**config.mk**
```make
export PLATFORM = sky130hd
export DESIGN_NAME = mem_stage_module
export DESIGN_NICKNAME = d
export VERILOG_FILES = /design/src/rtl/mem_stage_module.sv
export SDC_FILE = /design/constraint.sdc
export NUM_CORES = 2
export LEC_CHECK = 0
export CAP_MARGIN = 20
export CORE_MARGIN = 1
export CORE_UTILIZATION = 35
export CTS_BUF_LIST = sky130_fd_sc_hd__clkbuf_2 sky130_fd_sc_hd__clkbuf_4 sky130_fd_sc_hd__clkbuf_8
export DETAILED_ROUTE_END_ITERATION = 16
export RECOVER_POWER = 100
export SLEW_MARGIN = 20
export SYNTH_ARGS = -nofsm -noshare
export SYNTH_HDL_FRONTEND = slang
export SYNTH_SLANG_ARGS = --single-unit
```
**constraint.sdc**
```tcl
create_clock -name clk -period 9.2 [get_ports clk]
set_input_delay 0.92 -clock clk [delete_from_list [all_inputs] [get_ports clk]]
set_output_delay 0.92 -clock clk [all_outputs]
set_load 0.02 [all_outputs]
```
**src/rtl/mem_stage_module.sv**
```systemverilog
// Memory stage: word-addressed data memory with configurable wait states, a stall
// request while an access is in flight, and the MEM/WB pipeline register.
module mem_stage_module #(
  parameter int unsigned DEPTH_WORDS = 64,
  parameter int unsigned BASE_ADDR   = 1024,
  parameter int unsigned WAIT_CYCLES = 2
) (
  input  logic        clk,
  input  logic        rst,
  input  logic        wb_en_in,
  input  logic        mem_r_en_in,
  input  logic        mem_w_en_in,
  input  logic [31:0] alu_res_in,
  input  logic [31:0] val_r_m_in,
  input  logic [3:0]  dest_in,
  output logic        freeze,
  output logic        wb_en_out,
  output logic        mem_r_en_out,
  output logic [31:0] alu_res_out,
  output logic [31:0] mem_data_out,
  output logic [3:0]  dest_out
);

  localparam int unsigned AddrW   = (DEPTH_WORDS > 1) ? $clog2(DEPTH_WORDS) : 1;
  localparam logic [3:0]  WaitCnt = 4'(WAIT_CYCLES);
  localparam logic        NoWait  = (WAIT_CYCLES == 0);

  typedef enum logic [0:0] {StIdle, StWait} state_e;

  state_e      state_q, state_d;
  logic [3:0]  cnt_q, cnt_d;
  logic [31:0] mem_q [DEPTH_WORDS];

  logic             acc, complete, in_range, do_write;
  logic [31:0]      idx, rd_data;
  logic [AddrW-1:0] word_idx;

  logic        wb_en_q, wb_en_d;
  logic        mem_r_en_q, mem_r_en_d;
  logic [31:0] alu_res_q, alu_res_d;
  logic [31:0] mem_data_q, mem_data_d;
  logic [3:0]  dest_q, dest_d;

  // Underflow below BASE_ADDR wraps to a huge index and lands out of range.
  always_comb begin
    acc      = mem_r_en_in | mem_w_en_in;
    idx      = (alu_res_in - BASE_ADDR) >> 2;
    in_range = (idx < DEPTH_WORDS);
    word_idx = idx[AddrW-1:0];
    rd_data  = in_range ? mem_q[word_idx] : 32'd0;
    complete = acc & (NoWait | ((state_q == StWait) & (cnt_q == WaitCnt)));
    freeze   = acc & ~complete;
    do_write = complete & mem_w_en_in & in_range;
  end

  always_comb begin
    state_d = state_q;
    cnt_d   = cnt_q;
    unique case (state_q)
      StIdle: begin
        if (acc && !NoWait) begin
          state_d = StWait;
          cnt_d   = 4'd1;
        end
      end
      StWait: begin
        // A dropped request aborts the access without writing.
        if (!acc || (cnt_q == WaitCnt)) begin
          state_d = StIdle;
          cnt_d   = 4'd0;
        end else begin
          cnt_d = cnt_q + 4'd1;
        end
      end
      default: begin
        state_d = StIdle;
        cnt_d   = 4'd0;
      end
    endcase
  end

  // Frozen cycles insert a bubble; payload fields simply hold.
  always_comb begin
    wb_en_d    = 1'b0;
    mem_r_en_d = 1'b0;
    alu_res_d  = alu_res_q;
    mem_data_d = mem_data_q;
    dest_d     = dest_q;
    if (!freeze) begin
      wb_en_d    = wb_en_in;
      mem_r_en_d = mem_r_en_in;
      alu_res_d  = alu_res_in;
      mem_data_d = mem_r_en_in ? rd_data : 32'd0;
      dest_d     = dest_in;
    end
  end

  always_ff @(posedge clk) begin
    if (rst) begin
      state_q    <= StIdle;
      cnt_q      <= 4'd0;
      wb_en_q    <= 1'b0;
      mem_r_en_q <= 1'b0;
      alu_res_q  <= 32'd0;
      mem_data_q <= 32'd0;
      dest_q     <= 4'd0;
    end else begin
      state_q    <= state_d;
      cnt_q      <= cnt_d;
      wb_en_q    <= wb_en_d;
      mem_r_en_q <= mem_r_en_d;
      alu_res_q  <= alu_res_d;
      mem_data_q <= mem_data_d;
      dest_q     <= dest_d;
    end
  end

  // Memory contents survive reset; reset only suppresses a pending write.
  always_ff @(posedge clk) begin
    if (!rst && do_write) begin
      mem_q[word_idx] <= val_r_m_in;
    end
  end

  assign wb_en_out    = wb_en_q;
  assign mem_r_en_out = mem_r_en_q;
  assign alu_res_out  = alu_res_q;
  assign mem_data_out = mem_data_q;
  assign dest_out     = dest_q;

endmodule

```
==> impl_metrics.yaml <==
logic_synthesis:
  syn_inst: 4510
  ys_types: 70
  synth-seq-cells: 2123
  synth-seq-area-share_pct: 77.7
  synth_edf_count: 2048
  dominantRegCellSynth: "edfxtp_1"
  synth_warnings: 0
  syn_avg_cell_area_um2: 18.0
  syn_area_um2: 81100
  async_reset_ff_share_pct: 0
  syn-num-nets: 4585
critical_path:
  rr_endpoint: "mem_q[46][22]"
  crit_fanout: 91
  cp_top_family: "buffers and inverters"
  cpMostUsedCell: "clkbuf_1"
  crit_chain: "buf_8 -> buf_12 -> clkbuf_1 -> or3_1 -> clkbuf_1 -> nor2_1 -> clkbuf_1"
  worstPathArrival_ns: 7.38
  cp-start-kind: "input pin"
  end_kind: "register"
  reg2reg_depth: 8
  crit_type: "input pin to register"
  rrSetupSlack_ns: 3.55
  worstSetupStartpoint: "alu_res_in[3]"
  path_depth: 7
  cp_slowest_cell: "clkbuf_1"
  required_ns: 9.76
  crit_path_end: "mem_q[16][3]"
  rr_startpoint: "cnt_q[0]"
  crit_buf_inv: 5
  slowest_delay_ns: 2.34
timing:
  period_needed_ns: 6.83
  setup-tns-final_ns: 0
  drv_slew: 3193
  skew_ns: 0.0793
  slew_headroom_pct: -234
  setup_viol: 0
  hold_viol: 0
  tightest_slew_ns: 5.01
  timing.fmax_mhz: 146
  rsz0062_at_grt: "false"
  fin_crit_sh_pct: 74.2
floorplanning:
  die_w_um: 483
  die_h_um: 483
  start_util_pct: 35.2
  die_area_um2: 234000
  ios: 144
  rows: 176
  core-area_um2: 230000
clock_tree:
  cts-buffers-inserted: 353
  clk_pin_slew_ns: 0.06
  clock_path_buffers: 4
  h-tree-depth: 5
  cts_resized: 0
  clock-root-buffer: "clkbuf_8"
  cts-hold-fix-buffers: 0
  postCtsSetupBuffers: 0
  cts_tree: "done"
  insertion_delay_ns: 1.08
  cts_sinks: 2123
detailed_routing:
  drtPass1Iterations: 6
  ant_nets: 0
  avgRoutedWirePerCell_um: 35.9
  vias: 49700
  drc_errors: 0
  routed_wl_um: 294000
  drtIter0Drc: 8269
  met3_length_um: 38400
  routed_via_density: 6.07
  drt-met1-wl_um: 108000
  maxUsedRoutingLayer: "met5"
  met2WireLength_um: 128000
pwr:
  power_density_nw_per_um2: 215
  p_total_mw: 20.0
  leakagePower_nw: 29.5
  ir_drop_mv: 0.134
global_route:
  grt_start_max_net_pins: 92
  grt_pass1_vias: 47000
  antenna_found_initial: 28
  gr-total-overflow: 0
  grt_pass1_wl_um: 396000
  track_usage_pct: 24.5
status:
  outcome: "finished, violations left"
  violations: "capacitance limit, slew limit"
cells_and_area:
  drive_gt1_share_pct: 19.6
  fill_cells: 20500
  areaGrowthSynthToFinish_pct: 14.7
  final_nets: 4963
placed_design:
  gp_congestion: 0.956
  dp_hpwl_um: 175000
  portBuffers: 143
hold_path:
  hp-class: "input pin to register"
flow_run:
  cap_violations: 97
[metal layers]
metal	GRT usage, %	vias to the layer above
li1	-	19400
met1	31.7	25700
met2	35.7	3792
met3	7.50	797
met4	15.4	16
met5	0.0204	-
[cell families after synthesis]
group / count (synthesis) / synth area share, %
flip-flops: 2123 / 77.7
AO/OA/AOI/OAI: 1044 / 9.15
multiplexers: 530 / 8.61
AND/OR/NAND/NOR: 475 / 2.83
buffers and inverters: 335 / 1.66
adder cells (fa/ha/maj): 2 / 0.0309
XOR/XNOR: 1 / 0.0108
[cell usage in the layout, fill, tap and decap left out, drive strengths merged, types with 73 or more instances in the layout]
master	synthesis	final
dlygate4sd3	0	73
nor2	158	158
clkbuf	192	634
buf	124	104
clkinv	1	95
edfxtp	2048	2048
dfxtp	75	75
a21oi	130	130
mux2	198	198
mux4	114	114
o22ai	260	260
mux2i	218	218
o221ai	168	168
nand2	133	133
o21ai	110	110
[how the worst min path moves through the flow]
stage,cells past startpoint,start,to,slack [ns]
2_1_floorplan,1,state_q,cnt_q[0],0.46
3_3_place_gp,2,mem_data_out[24],mem_data_out[24],0.45
3_5_place_dp,2,mem_data_out[24],mem_data_out[24],0.46
4_1_cts,1,val_r_m_in[6],mem_q[54][6],0.05
5_1_grt,1,val_r_m_in[30],mem_q[10][30],0.27
6_report,1,val_r_m_in[30],mem_q[10][30],0.27
[state kept, by name, indices dropped and copies added, names as in the netlist]
| name | count |
|---|---|
| state_q | 1 |
| cnt_q | 4 |
| mem_r_en_out | 1 |
| wb_en_out | 1 |
| alu_res_out | 32 |
| mem_data_out | 32 |
| dest_out | 4 |
| mem_q | 2048 |
[power by group]
| part | internal [mW] | switching [mW] |
|---|---|---|
| logic | 0.306 | 0.944 |
| registers | 10.6 | 0.00601 |
| clock network | 4.35 | 3.77 |
[cells in the mapped netlist (all sizes together) (10+ instances only)]
master   count  share of area (%)
edfxtp    2048                 76
o22ai      260                2.0
mux2i      218                2.7
mux2       198                2.8
clkbuf     192               0.89
o221ai     168                1.8
nor2       158               0.73
nand2      133               0.62
a21oi      130               0.80
buf        124               0.69
mux4       114                3.2
o21ai      110               0.68
dfxtp       75                1.9
a22oi       68               0.63
a22o        49               0.53
a211oi      42               0.40
nor2b       37               0.29
a221oi      36               0.39
o31ai       30               0.28
a2bb2oi     29               0.31
o22a        21               0.23
inv         18              0.083
nand4       17               0.13
nand2b      15               0.12
nor3        15              0.093
or3         14               0.11
a222oi      13               0.16
and2        13               0.10
or4         13               0.12
a211o       11               0.12
nand3       10              0.062
nor4        10              0.077
o211ai      10              0.093
[layout make-up]
cell class	count	area, um2	area share (%)
Antenna cell	18	45.0	0.0485
Timing Repair Buffer	339	2500	2.69
Clock inverter	106	562	0.604
Inverter	19	80.1	0.0861
Tap cell	3026	3790	4.07
Multi-Input combinational cell	2052	16900	18.2
Sequential cell	2123	63000	67.8
Clock buffer	507	6110	6.57
[metrics by stage]
stage                     instances  utilization (%)  hold WS, ns  worst slack [ns]  cell area, um2
after floorplan                4510                -        0.464              4.31           81100
after global placement         7489             37.7        0.446              3.21           86700
after detailed placement       7538             38.2        0.456              3.19           87900
after CTS                      8151             41.1       0.0514              4.26           94500
after global routing           8174             40.4        0.268              2.42           92900
final                          8190             40.4        0.268              2.37           93000
No activity file was read; power rests on OpenSTA's default activity.
